### config.mk
export PLATFORM = sky130hd
export DESIGN_NAME = fp32_addsub_arbiter_flat
export DESIGN_NICKNAME = d
export VERILOG_FILES = /design/src/rtl/fp32_addsub_arbiter_if.sv /design/src/rtl/fp32_addsub_arbiter.sv /design/src/flat_wrapper.sv
export SDC_FILE = /design/constraint.sdc
export NUM_CORES = 1
export LEC_CHECK = 0
export ABC_AREA = 1
export BUFFER_PORTS_ARGS = -buffer_cell sky130_fd_sc_hd__buf_2
export CAP_MARGIN = 15
export CORE_MARGIN = 10
export CORE_UTILIZATION = 49
export DETAILED_ROUTE_END_ITERATION = 8
export PLACE_DENSITY_LB_ADDON = 0.05
export SETUP_SLACK_MARGIN = 0.05
export SLEW_MARGIN = 20
export SYNTH_ARGS = -nofsm -noshare
export SYNTH_HDL_FRONTEND = slang
export SYNTH_SLANG_ARGS = --single-unit
### constraint.sdc
create_clock -name clk -period 2.6 [get_ports clk]
set_input_delay 0.39 -clock clk [delete_from_list [all_inputs] [get_ports clk]]
set_output_delay 0.39 -clock clk [all_outputs]
set_load 0.005 [all_outputs]
### src/rtl/fp32_addsub_arbiter_if.sv
// rtl/fp32_addsub_arbiter_if.sv - requester, shared-unit and response bundle for fp32_addsub_arbiter
interface fp32_addsub_arbiter_if #(
  parameter int NUM_REQ = 4,
  parameter int ID_W    = 2
) ();
  logic [NUM_REQ-1:0]    req_valid;
  logic [NUM_REQ-1:0]    req_ready;
  logic [32*NUM_REQ-1:0] req_a;
  logic [32*NUM_REQ-1:0] req_b;
  logic [NUM_REQ-1:0]    req_op;
  logic                  fu_valid;
  logic [31:0]           fu_a;
  logic [31:0]           fu_b;
  logic                  fu_op;
  logic [31:0]           fu_result;
  logic                  rsp_valid;
  logic                  rsp_ready;
  logic [ID_W-1:0]       rsp_id;
  logic [31:0]           rsp_result;

  // Arbiter side
  modport slave (
    input  req_valid, req_a, req_b, req_op, fu_result, rsp_ready,
    output req_ready, fu_valid, fu_a, fu_b, fu_op, rsp_valid, rsp_id, rsp_result
  );

  // Requesters, shared unit and consumer side
  modport master (
    output req_valid, req_a, req_b, req_op, fu_result, rsp_ready,
    input  req_ready, fu_valid, fu_a, fu_b, fu_op, rsp_valid, rsp_id, rsp_result
  );
endinterface

### src/rtl/fp32_addsub_arbiter.sv
// rtl/fp32_addsub_arbiter.sv - round-robin sharing of one FP32 add/sub pipe with tagged in-order response FIFO; FPARB_STATS_EN adds grant/stall counters
module fp32_addsub_arbiter #(
  parameter int NUM_REQ    = 4,
  parameter int ID_W       = 2,
  parameter int LATENCY    = 3,
  parameter int RESP_DEPTH = 4
) (
  input  logic                  clk,
  input  logic                  rst,
  fp32_addsub_arbiter_if.slave  bus
`ifdef FPARB_STATS_EN
  , output logic [16*NUM_REQ-1:0] stat_grants
  , output logic [15:0]           stat_stall
`endif
);
  localparam int CNT_W = $clog2(RESP_DEPTH + 1);
  localparam int PTR_W = (RESP_DEPTH > 1) ? $clog2(RESP_DEPTH) : 1;

  logic [ID_W-1:0]  rr_ptr_q, rr_ptr_d;
  logic [ID_W-1:0]  sel_q, sel_d;
  logic [ID_W-1:0]  grant_id;
  logic             grant_found;
  logic             issue;
  logic [CNT_W-1:0] occ_q, occ_d;

  logic [LATENCY-1:0] tag_vld_q;
  logic [ID_W-1:0]    tag_id_q [LATENCY];

  logic [ID_W+31:0] fifo_mem_q [RESP_DEPTH];
  logic [PTR_W-1:0] wr_ptr_q, rd_ptr_q;
  logic [CNT_W-1:0] fifo_cnt_q, fifo_cnt_d;
  logic             push, pop;

  function automatic logic [PTR_W-1:0] ptr_inc(input logic [PTR_W-1:0] p);
    return (p == PTR_W'(RESP_DEPTH - 1)) ? '0 : p + 1'b1;
  endfunction

  // Round-robin scan: first valid at or above the pointer, else first valid from 0
  always_comb begin
    grant_found = 1'b0;
    grant_id    = '0;
    for (int i = 0; i < NUM_REQ; i++) begin
      if (!grant_found && bus.req_valid[i] && (ID_W'(i) >= rr_ptr_q)) begin
        grant_found = 1'b1;
        grant_id    = ID_W'(i);
      end
    end
    for (int i = 0; i < NUM_REQ; i++) begin
      if (!grant_found && bus.req_valid[i]) begin
        grant_found = 1'b1;
        grant_id    = ID_W'(i);
      end
    end
  end

  // Credits are judged on registered occupancy only, so a same-cycle pop frees nothing yet
  assign issue = !rst && grant_found && (occ_q < CNT_W'(RESP_DEPTH));
  assign push  = tag_vld_q[LATENCY-1];
  assign pop   = bus.rsp_ready && (fifo_cnt_q != '0);

  // Grant fan-out, operand steering and next pointer
  always_comb begin
    sel_d    = issue ? grant_id : sel_q;
    rr_ptr_d = rr_ptr_q;
    if (issue) begin
      rr_ptr_d = (grant_id == ID_W'(NUM_REQ - 1)) ? '0 : grant_id + 1'b1;
    end
    bus.req_ready = '0;
    for (int i = 0; i < NUM_REQ; i++) begin
      bus.req_ready[i] = issue && (grant_id == ID_W'(i));
    end
    bus.fu_valid = issue;
    bus.fu_a     = bus.req_a[32*sel_d +: 32];
    bus.fu_b     = bus.req_b[32*sel_d +: 32];
    bus.fu_op    = bus.req_op[sel_d];
  end

  // Occupancy covers ops in the unit plus queued responses
  always_comb begin
    occ_d = occ_q;
    case ({issue, pop})
      2'b10:   occ_d = occ_q + 1'b1;
      2'b01:   occ_d = occ_q - 1'b1;
      default: occ_d = occ_q;
    endcase
  end

  // Arbiter state registers
  always_ff @(posedge clk) begin
    if (rst) begin
      rr_ptr_q <= '0;
      sel_q    <= '0;
      occ_q    <= '0;
    end else begin
      rr_ptr_q <= rr_ptr_d;
      sel_q    <= sel_d;
      occ_q    <= occ_d;
    end
  end

  // Tag valids; clearing them on reset makes any late fu_result harmless
  always_ff @(posedge clk) begin
    if (rst) begin
      tag_vld_q <= '0;
    end else begin
      tag_vld_q[0] <= issue;
      for (int k = 1; k < LATENCY; k++) begin
        tag_vld_q[k] <= tag_vld_q[k-1];
      end
    end
  end

  // Tag ids travel alongside the valids and need no reset
  always_ff @(posedge clk) begin
    tag_id_q[0] <= grant_id;
    for (int k = 1; k < LATENCY; k++) begin
      tag_id_q[k] <= tag_id_q[k-1];
    end
  end

  // Response storage written as the tag leaves the last stage
  always_ff @(posedge clk) begin
    if (push) begin
      fifo_mem_q[wr_ptr_q] <= {tag_id_q[LATENCY-1], bus.fu_result};
    end
  end

  // FIFO fill level
  always_comb begin
    fifo_cnt_d = fifo_cnt_q;
    case ({push, pop})
      2'b10:   fifo_cnt_d = fifo_cnt_q + 1'b1;
      2'b01:   fifo_cnt_d = fifo_cnt_q - 1'b1;
      default: fifo_cnt_d = fifo_cnt_q;
    endcase
  end

  // FIFO pointers and count
  always_ff @(posedge clk) begin
    if (rst) begin
      wr_ptr_q   <= '0;
      rd_ptr_q   <= '0;
      fifo_cnt_q <= '0;
    end else begin
      if (push) wr_ptr_q <= ptr_inc(wr_ptr_q);
      if (pop)  rd_ptr_q <= ptr_inc(rd_ptr_q);
      fifo_cnt_q <= fifo_cnt_d;
    end
  end

  // First-word-fall-through head
  always_comb begin
    bus.rsp_valid                 = (fifo_cnt_q != '0);
    {bus.rsp_id, bus.rsp_result}  = fifo_mem_q[rd_ptr_q];
  end

  a_no_overflow: assert property (@(posedge clk) disable iff (rst)
    !(push && !pop && (fifo_cnt_q == CNT_W'(RESP_DEPTH))));

`ifdef FPARB_STATS_EN
  logic [15:0] grant_cnt_q [NUM_REQ];
  logic [15:0] stall_cnt_q;

  // Saturating grant and credit-stall counters
  always_ff @(posedge clk) begin
    if (rst) begin
      for (int i = 0; i < NUM_REQ; i++) grant_cnt_q[i] <= '0;
      stall_cnt_q <= '0;
    end else begin
      for (int i = 0; i < NUM_REQ; i++) begin
        if (issue && (grant_id == ID_W'(i)) && (grant_cnt_q[i] != 16'hFFFF)) begin
          grant_cnt_q[i] <= grant_cnt_q[i] + 1'b1;
        end
      end
      if ((|bus.req_valid) && !issue && (stall_cnt_q != 16'hFFFF)) begin
        stall_cnt_q <= stall_cnt_q + 1'b1;
      end
    end
  end

  // Flatten counters onto the stat ports
  always_comb begin
    stat_grants = '0;
    for (int i = 0; i < NUM_REQ; i++) begin
      stat_grants[16*i +: 16] = grant_cnt_q[i];
    end
    stat_stall = stall_cnt_q;
  end
`endif
endmodule

### src/flat_wrapper.sv
// flat-port wrapper written by rule: the top's interface ports become plain ports
module fp32_addsub_arbiter_flat 
#(
  parameter int NUM_REQ    = 4,
  parameter int ID_W       = 2,
  parameter int LATENCY    = 3,
  parameter int RESP_DEPTH = 4
)
  (clk, rst, bus_req_valid, bus_req_a, bus_req_b, bus_req_op, bus_fu_result, bus_rsp_ready, bus_req_ready, bus_fu_valid, bus_fu_a, bus_fu_b, bus_fu_op, bus_rsp_valid, bus_rsp_id, bus_rsp_result);
  fp32_addsub_arbiter_if #(.NUM_REQ(NUM_REQ), .ID_W(ID_W)) bus_i ();
  input  logic clk;
  input  logic rst;
  input wire logic [$bits(bus_i.req_valid)-1:0] bus_req_valid;
  input wire logic [$bits(bus_i.req_a)-1:0] bus_req_a;
  input wire logic [$bits(bus_i.req_b)-1:0] bus_req_b;
  input wire logic [$bits(bus_i.req_op)-1:0] bus_req_op;
  input wire logic [$bits(bus_i.fu_result)-1:0] bus_fu_result;
  input wire logic [$bits(bus_i.rsp_ready)-1:0] bus_rsp_ready;
  output wire logic [$bits(bus_i.req_ready)-1:0] bus_req_ready;
  output wire logic [$bits(bus_i.fu_valid)-1:0] bus_fu_valid;
  output wire logic [$bits(bus_i.fu_a)-1:0] bus_fu_a;
  output wire logic [$bits(bus_i.fu_b)-1:0] bus_fu_b;
  output wire logic [$bits(bus_i.fu_op)-1:0] bus_fu_op;
  output wire logic [$bits(bus_i.rsp_valid)-1:0] bus_rsp_valid;
  output wire logic [$bits(bus_i.rsp_id)-1:0] bus_rsp_id;
  output wire logic [$bits(bus_i.rsp_result)-1:0] bus_rsp_result;
  assign bus_i.req_valid = bus_req_valid;
  assign bus_i.req_a = bus_req_a;
  assign bus_i.req_b = bus_req_b;
  assign bus_i.req_op = bus_req_op;
  assign bus_i.fu_result = bus_fu_result;
  assign bus_i.rsp_ready = bus_rsp_ready;
  assign bus_req_ready = bus_i.req_ready;
  assign bus_fu_valid = bus_i.fu_valid;
  assign bus_fu_a = bus_i.fu_a;
  assign bus_fu_b = bus_i.fu_b;
  assign bus_fu_op = bus_i.fu_op;
  assign bus_rsp_valid = bus_i.rsp_valid;
  assign bus_rsp_id = bus_i.rsp_id;
  assign bus_rsp_result = bus_i.rsp_result;
  fp32_addsub_arbiter #(.NUM_REQ(NUM_REQ), .ID_W(ID_W), .LATENCY(LATENCY), .RESP_DEPTH(RESP_DEPTH)) u_core (.clk(clk), .rst(rst), .bus(bus_i));
endmodule
==> run metrics, run 1 <==
outcome finished, violations left; failing checks setup timing; Critical Path End Type primary output; cts hold-fix bufs 0; Vias/cell approximately 5.4; drt drc 0; worst-margin pin slew between 0.5 and 0.6 ns; Synth-to-Final Area Change 47.1%; FP Rows around 50; Synth area leader edfxtp_1; final setup fails 65; Rel. slew slack 65.2%; top cell type's share of synthesized area between 40% and 50%; first-pass GRT wire length between 50000 and 60000 um; Die Span Y 160 um; sw frac 33.8%; clk root buf clkbuf_16; CTS HTree Levels 4; gr usage total between 20% and 30%; Max Fanout on Critical Path 8; total number of vias a little over 10000; final hold viol count 0; initial core utilization 49.7%; Post-Place Worst Slack 0.0322 ns; total wire length 42600 um; Seq cells post-synth 161; clock sink total 161; Max Clock Skew approximately 0.013 ns; Netlist cell types 29; Worst VDD drop around 500 uV; clk slew on worst S/H paths 0.06 ns; Syn Nets 1493; Power Total ~9.4 mW; DR WL/cell 22.4 um; DRT iter0 DRCs 958; die span in x ~160 um; CTS tree done; fin crit period 2.75 ns; synthesized cell area 9670 sq um; initial antenna violation count 15; NetSw 3.19 mW; RSZ-0062 raised after global routing yes; Pre-Repair DR Iteration Count 6; most common cell after layout, fill and taps aside buf_2; most frequent cells in the layout buf_2 (394), inv_1 (222), nand2_1 (165), edfxtp_1 (136), nand3_1 (128); Max-Cap Viols 0; CTS buffer count 17; Setup WS post-layout -0.150 ns; Die Area 25700 sq um; P_leak 7.07 nW; Top delay family on crit path simple AND/OR/NAND/NOR gates; HP Start bus_fu_result[29]; part of the power in registers 31.4%; Pwr Density approximately 660 nW/um^2; Seq/Total Area, Yosys 47.4%; Critical Path Start u_core.rr_ptr_q[0]$_SDFFE_PP0P_; dpl hpwl 28800 um; clock latency on the worst-skew pair 0.42 ns; Worst EP arrival 2.36 ns; slowest cell on the critical path dfxtp_4; maximum clock insertion buffer count 2; Hold Path Class input pin to register; Clock Power Share 28.2%; largest net degree at the start of global routing 69; fmax 364 MHz; proportion of layout cells with a drive suffix above 1 41.3%; port buffer count 403; Syn Inst Count 1181; Layout Nets 1927; fin util 73.1%; crit share post-route 106%; CP peak stage delay 0.39 ns; CORE AREA 19500 sq um; CP Launch Type register; WP data required roughly 2.2 ns; Ys Warns 0; CP most frequent cell nand2_8; Syn Area/Cell 8.19 sq um; number of top-level pins 404; Critical Path, Cell by Cell nand2_4, nand2_2, nand2_2, nor2_4, nand4_4, nand2_8, nand2_8, nand2_8, buf_6, clkbuf_16, nand2_1, nand3_1, nand2_1, buf_2; critical path buffer and inverter count 3; worst hold slack 0.188 ns; vias in the first global route 9864; internal power 6.23 mW; Gate power share 40.5%; Antenna Nets Post-Route 0; Crit Path Class register to primary output; r2r startpoint u_core.rr_ptr_q[0]$_SDFFE_PP0P_; fin. max-slew vios 0; Remaining Overflow, GRT 0; synth top area cells edfxtp_1 (42%), inv_1 (8.9%), nand3_1 (8.7%), nand2_1 (8.3%), dfxtp_1 (5.2%); routability cong. between 0.9 and 1
kinds of logic (layout without fill, tap and decap cells):
kind of cell             count (synthesis)  count (layout)  share of synthesized area, %
other                                    0              13                             0
buffers and inverters                  308             751                          14.1
AND/OR/NAND/NOR                        573             576                          29.6
AO/OA/AOI/OAI                          125             125                          7.00
flip-flops                             161             161                          47.4
adder cells (fa/ha/maj)                 13              13                          1.84
XOR/XNOR                                 1               1                        0.0906
layer usage:
layer,vias to the layer above,track usage [%],part of all wire (%)
met3,116,6.06,8.0
met4,2,10.9,4.0
met5,-,0,0.016
met1,4896,33.7,36
li1,4727,-,-
met2,566,51.2,52
cell type report:
cell class,instances,area [sq um]
Inverter,229,870
Clock inverter,14,203
Tap cell,265,332
Multi-Input combinational cell,715,4270
Sequential cell,161,4590
Timing Repair Buffer,491,3490
Antenna cell,13,32.5
Clock buffer,17,425
Fill cell,1463,5240
synthesized netlist by cell type:
master / number
a21oi_1: 12
buf_1: 4
buf_12: 4
buf_2: 20
buf_4: 2
buf_6: 14
clkbuf_1: 35
dfxtp_1: 25
edfxtp_1: 136
fa_1: 2
ha_1: 11
inv_1: 228
inv_2: 1
nand2_1: 213
nand2_2: 4
nand2_4: 3
nand3_1: 168
nand3_2: 31
nand3b_1: 65
nand4_1: 1
nand4_4: 1
nor2_1: 85
nor2_4: 1
nor3_1: 1
o211a_1: 1
o21ai_0: 77
o21ai_2: 1
o22ai_1: 34
xor2_1: 1
through the flow:
stage               area, sq um  instances  setup TNS (ns)
finish                    14200       1905           -6.72
global route              14200       1905          -12.76
CTS                       13400       1872           -2.54
detailed placement        12000       1808               0
global placement          12000       1808               0
floorplan                  9670       1181               0
sequential cells by signal, indices dropped and copies added (netlist names), named ones only:
signal	count
u_core.occ_q	3
u_core.sel_q	2
u_core.fifo_cnt_q	3
u_core.rr_ptr_q	2
u_core.wr_ptr_q	2
u_core.fifo_mem_q	136
u_core.tag_vld_q	3
u_core.tag_id_q	6
u_core.rd_ptr_q	2
final timing paths:
kind | endpoint | slack, ns | depth (start not counted)
hold / removal | u_core.fifo_mem_q[1][29]$_DFFE_PP_ | 0.19 | 1
setup / recovery | bus_fu_a[18] | -0.15 | 14
setup reg to reg | u_core.occ_q[2]$_SDFFE_PP0P_ | 0.10 | 15
hold reg to reg | u_core.tag_id_q[0][3]$_DFF_P_ | 0.34 | 0
power groups by stage:
stage	Clock (mW)	Combinational (mW)	Sequential, mW
6_report	2.65	3.81	2.95
3_5_place_dp	0	2.89	2.99
4_1_cts	2.65	3.36	2.94
2_1_floorplan	0	1.62	2.98
3_3_place_gp	0	2.86	2.99
5_1_grt	2.74	4.09	2.96
what timing repair did:
action	in CTS	in global routing
resized for setup	66	117
pin swaps	9	56
endpoints found under the setup margin	65	68
setup buffers	21	9
hold endpoints to repair	0	0
cloned	12	15
(Power assumes the default switching activity.)
==> run 2, diff against run 1 <==
ABC_AREA = unset   (was 1)
CORE_AREA = 10 10 148 150   (was unset)
CORE_MARGIN = unset   (was 10)
CORE_UTILIZATION = unset   (was 49)
DIE_AREA = 0 0 158 160   (was unset)
==> run 2 against run 1 <==
The run still ends with setup timing left. Utilization decreased by 11 points. Sequential cell count unchanged. Clock power decreased by 10%. Synthesized area decreased by 14%. Sequential power increased by 3%. Critical path type unchanged.
==> run metrics, run 2 <==
CTS HTree Levels 4; CTS buffer count 17; Most flops, register u_core.fifo_mem_q; fin crit period 2.76 ns; fin util between 60% and 70%; FP Rows 51; port buffer count between 400 and 500; worst-margin pin slew approximately 0.53 ns; count leader, synth mux2i_1; Ys Warns 0; synth top area cells edfxtp_1 (49%), mux2i_1 (24%), mux4_2 (9.2%), dfxtp_1 (6.0%), buf_12 (2.4%); Reg2Reg Depth 9; Post-Place Worst Slack -0.0393 ns; initial antenna violation count 9; total wire length 29900 um; Synth-to-Final Area Change 42.1%; Post-synth ARST share 0%; DRT iter0 DRCs 304; Placement Cell Area 10700 sq um; Max Fanout on Critical Path 14; setup tns final -7.02 ns; total number of vias just over 6000; WP data required 2.21 ns; clock latency on the worst-skew pair ~0.42 ns; P_leak 4.87 nW; clk root buf clkbuf_16; Design Area, Final 11800 sq um; Syn Nets 828; drt drc 0; Worst EP arrival around 2.4 ns; dpl hpwl 24400 um; initial core utilization 43.5%; clock sink total around 160; crit share post-route 106%; Die Span Y 160 um; Pwr Density 751 nW/um^2; Die Area 25300 sq um; proportion of layout cells with a drive suffix above 1 57.5%; Syn Area/Cell 16.1 sq um; HP Start bus_fu_result[24]; Syn Inst Count 516; worst hold slack between 0.15 and 0.2 ns; setup slack, reg-to-reg 0.42 ns; gr usage total 23.0%; Seq cells post-synth 161; Layout Nets 1278; Hold Path Class input pin to register; CP Launch Type register; RSZ-0062 raised after global routing yes; Max Clock Skew 0.0105 ns; CTS tree done; Min-Delay Endpoint u_core.fifo_mem_q[0][24]$_DFFE_PP_; number of top-level pins 404; Post-synth EDFFs 136; clk slew on worst S/H paths ~0.070 ns; r2r startpoint u_core.fifo_cnt_q[0]$_SDFFE_PP0P_; hold depth 1; max reg flops between 100 and 150; Rel. slew slack 64.7%; Vias/cell between 5 and 6; cts hold-fix bufs 0; top cell type's share of synthesized area about half; failing checks setup timing; Remaining Overflow, GRT 0; Most used DFF post-synth edfxtp_1; Setup WS post-layout -0.160 ns; commonest cells in the netlist mux2i_1 (197), edfxtp_1 (136), mux4_2 (34); Worst VDD drop between 400 and 500 uV; Pre-Repair DR Iteration Count 4; Crit Path Class register to primary output; outcome finished, violations left; Seq/Total Area, Yosys 55.2%; Synth area leader edfxtp_1; first-pass GRT wire length approximately 43000 um; maximum clock insertion buffer count 2; most common cell after layout, fill and taps aside buf_2; largest net degree at the start of global routing 35; Critical Path End Type primary output; Top Registers u_core.fifo_mem_q (136), u_core.tag_id_q (6); die span in x 158 um; most frequent cells in the layout buf_2 (403), mux2i_1 (181), edfxtp_1 (136), mux4_2 (34), buf_4 (29); Antenna Nets Post-Route 0; vias in the first global route 6879; CORE AREA approximately 19000 sq um; r2r endpoint u_core.fifo_cnt_q[2]$_SDFFE_PP0P_; fmax ~360 MHz; routability cong. 1.04; DR WL/cell 24.5 um; final setup fails 65; final hold viol count 0; synthesized cell area 8300 sq um; fin. max-slew vios 0; Max-Cap Viols 0; Netlist cell types 33; Critical Path Start u_core.occ_q[2]$_SDFFE_PP0P_
[run 2: cell count changes after synthesis, sizes merged, moves of 8 or more]
cell and change:
mux2i +197, clkbuf -30, buf -21, nor2 -74, nand2 -213, nand3b -65, o21ai -75, mux4 +34
inv -214, and2 +8, o22ai -34, nand3 -199
[run 2: kinds of logic (layout without fill, tap and decap cells)]
kind of cell | count (synthesis) | in the layout | synth area share, %
simple gates | 41 | 41 | 2.61
flops | 161 | 161 | 55.2
mux | 231 | 231 | 33.0
other cells | 0 | 5 | 0
buf+inv | 47 | 510 | 5.07
fa+ha+maj | 13 | 13 | 2.14
xor+xnor | 4 | 4 | 0.422
compound gates | 19 | 19 | 1.52
[run 2: repair_timing]
item	4_1_cts	5_1_grt
cloned	6	1
gates resized for setup	38	19
hold endpoints to repair	0	0
buffers inserted	6	2
pin swaps	3	0
endpoints found under the setup margin	65	65
[run 2: metrics by stage]
step	std cells	total power [mW]
finish	1222	8.86
global route	1222	9.30
CTS	1216	8.89
detailed placement	1172	6.14
global placement	1172	6.07
floorplan	516	4.99
[run 2: layer usage]
layer / track usage (%) / part of all wire [%]
met1: 24.9 / 36
met3: 8.00 / 7.9
met5: 0 / 0.094
met2: 41.3 / 55
met4: 6.40 / 1.1
[run 2: worst max-delay path by stage]
stage | to | slack (ns) | cells after the start
global route | bus_fu_a[19] | -0.26 | 10
CTS | bus_fu_a[11] | -0.15 | 8
detailed placement | bus_fu_b[4] | -0.04 | 9
global placement | bus_fu_b[1] | 0.02 | 9
finish | bus_fu_a[19] | -0.16 | 8
floorplan | bus_fu_b[10] | 0.26 | 8
[run 2: power by group]
group	internal, mW	switching [mW]	leakage (nW)	total (mW)
logic	1.87	1.58	3.15	3.45
registers	2.94	0.0812	1.44	3.03
clock network	1.29	1.09	0.289	2.38
total	6.11	2.75	4.87	8.86
[run 2: cell type report]
class	instances	area, sq um
Multi-Input combinational cell	308	3440
Clock inverter	15	164
Timing Repair Buffer	463	2800
Clock buffer	17	425
Antenna cell	5	12.5
Sequential cell	161	4590
Tap cell	238	298
Inverter	15	56.3
Fill cell	1525	7290
[run 2: critical path: stages (launching register included)]
cell and delay, ns:
dfxtp_2 0.33, or3_4 0.39, o31ai_4 0.27, buf_12 0.16
buf_12 0.16, buf_4 0.18, mux2i_1 0.20, mux2i_1 0.11
buf_2 0.15
==> run 3, diff against run 2 <==
ABC_CLOCK_PERIOD_IN_PS = 2600   (was unset)
BUFFER_PORTS_ARGS = -buffer_cell sky130_fd_sc_hd__buf_4   (was -buffer_cell sky130_fd_sc_hd__buf_2)
CELL_PAD_IN_SITES_DETAIL_PLACEMENT = 0   (was unset)
CELL_PAD_IN_SITES_GLOBAL_PLACEMENT = 1   (was unset)
CORE_AREA = unset   (was 10 10 148 150)
CORE_MARGIN = 10   (was unset)
CORE_UTILIZATION = 37   (was unset)
DIE_AREA = unset   (was 0 0 158 160)
==> run 3 against run 2 <==
The run still ends with setup timing left. Worst setup slack worse by 0.021 ns. Register-to-register slack about the same. Cell count grew 2.4%. Critical path type unchanged. Critical endpoint is now bus_fu_b[10]. Highest routed layer is now met4.
==> run metrics, run 3 (synthesized netlist as in run 2, its figures left out) <==
Synth-to-Final Area Change 52.8%; dpl cells 1202; Hold Path Class input pin to register; fin cells 1251; Die Area 28800 sq um; Power Total between 9 and 10 mW; total number of vias roughly 6200; total wire length between 30000 and 40000 um; Worst EP arrival 2.39 ns; vias in the first global route 7079; CTS buffer count 17; Critical Path End Type primary output; largest net degree at the start of global routing 35; first-pass GRT wire length ~44000 um; RSZ-0062 raised after global routing yes; maximum clock insertion buffer count 2; clk root buf clkbuf_16; Setup WS post-layout -0.181 ns; Post-Place Worst Slack -0.0719 ns; Most flops, register u_core.fifo_mem_q; routability cong. 0.947; outcome finished, violations left; Max-Cap Viols 0; clk slew on worst S/H paths 0.07 ns; Pre-Repair DR Iteration Count 4; Antenna Nets Post-Route 0; WP data required 2.21 ns; proportion of layout cells with a drive suffix above 1 between 50% and 60%; final setup fails 65; Remaining Overflow, GRT 0; Max Clock Skew 0.0107 ns; failing checks setup timing; final hold viol count 0; DR WL/cell 24.3 um; Rel. slew slack between 50% and 60%; worst-margin pin slew 0.640 ns; P_leak 5.15 nW; die span in x 170 um; clock latency on the worst-skew pair between 0.4 and 0.5 ns; Crit Path Class register to primary output; worst hold slack around 0.17 ns; slowest cell on the critical path or3_4; Max Fanout on Critical Path 8; initial antenna violation count 0; Die Span Y approximately 170 um; CP peak stage delay 0.38 ns; clock sink total 161; DRT iter0 DRCs approximately 230; Worst VDD drop 410 uV; CTS HTree Levels 4; fin util 57.8%; Pwr Density ~720 nW/um^2; fin crit period 2.78 ns; FP Rows 54; setup tns final -6.79 ns; fin. max-slew vios 0; crit share post-route 107%; Top Registers u_core.fifo_mem_q (136), u_core.tag_id_q (6); Critical Path, Cell by Cell or3_4, o31ai_4, buf_4, buf_12, buf_4, clkbuf_16, mux2i_1, mux2i_1, buf_4; Placement Cell Area roughly 12000 sq um; dpl hpwl 24800 um; gr usage total approximately 20%; most frequent cells in the layout buf_4 (429), mux2i_1 (179), edfxtp_1 (136), mux4_2 (34), dfxtp_1 (20); CP most frequent cell buf_4; CORE AREA 22000 sq um; fmax 360 MHz; Design Area, Final 12700 sq um; Layout Nets 1269; CTS tree done; drt drc 0; most common cell after layout, fill and taps aside buf_4; port buffer count between 400 and 500; initial core utilization between 30% and 40%; number of top-level pins 404; max reg flops about 140; Vias/cell ~5; fill count 1797; CP Launch Type register
==> run 3: cell count changes in the layout (fill, tap and decap cells not counted), moves of 2 or more <==
cell | before | now
mux2i_2 | 11 | 16
mux2i_4 | 5 | 2
clkinv_4 | 3 | 6
buf_2 | 403 | 0
diode_2 | 5 | 1
inv_6 | 2 | 5
mux2i_1 | 181 | 179
clkinv_8 | 3 | 0
buf_6 | 10 | 7
buf_4 | 29 | 429
buf_12 | 14 | 10
inv_8 | 6 | 1
==> run 3: metal layers <==
metal	up-vias	part of all wire (%)	GRT usage [%]
met4	0	1.2	4.92
met5	-	0	0
met1	3073	35	21.4
met3	19	7.3	6.37
met2	212	56	38.7
li1	2894	-	-
==> run 3: where the power goes <==
part / internal [mW] / total [mW] / leakage [nW] / switching [mW]
combinational: 2.15 / 3.74 / 3.43 / 1.59
clock: 1.35 / 2.36 / 0.278 / 1.01
sequential: 2.95 / 3.03 / 1.44 / 0.0832
total: 6.44 / 9.13 / 5.15 / 2.69
==> run 3: area by class of cell <==
cell class / count / area, sq um / share of cell area [%]
inverter: 15 / 56.3 / 0.444
clock inverter: 14 / 145 / 1.14
sequential: 161 / 4590 / 36.2
tap: 280 / 350 / 2.76
timing repair buffer: 453 / 3660 / 28.9
multi-input combinational: 309 / 3440 / 27.2
clock buffer: 18 / 429 / 3.38
antenna: 1 / 2.50 / 0.0197
==> run 3: worst max-delay path, delay by kind of cell, from the launching register on <==
family                 cells  cell delay (ns)
multiplexers               2             0.28
AO/OA/AOI/OAI              1             0.25
flip-flops                 1             0.33
AND/OR/NAND/NOR            1             0.38
buffers and inverters      5             0.74
==> run 3: worst paths after layout <==
path | from | to | slack, ns | cells past startpoint
max reg2reg | u_core.fifo_cnt_q[0]$_SDFFE_PP0P_ | u_core.fifo_cnt_q[2]$_SDFFE_PP0P_ | 0.43 | 9
min | bus_fu_result[7] | u_core.fifo_mem_q[2][7]$_DFFE_PP_ | 0.17 | 1
max | u_core.occ_q[2]$_SDFFE_PP0P_ | bus_fu_b[10] | -0.18 | 9
min reg2reg | u_core.tag_id_q[0][2]$_DFF_P_ | u_core.tag_id_q[0][4]$_DFF_P_ | 0.33 | 0
==> run 3: what timing repair did <==
item                       in CTS  in global routing
gates cloned                    4                  2
setup endpoints to repair      65                 65
resized for setup              40                 21
buffers inserted               12                  1
pin swaps                       3                  0
hold buffers                    0                  0
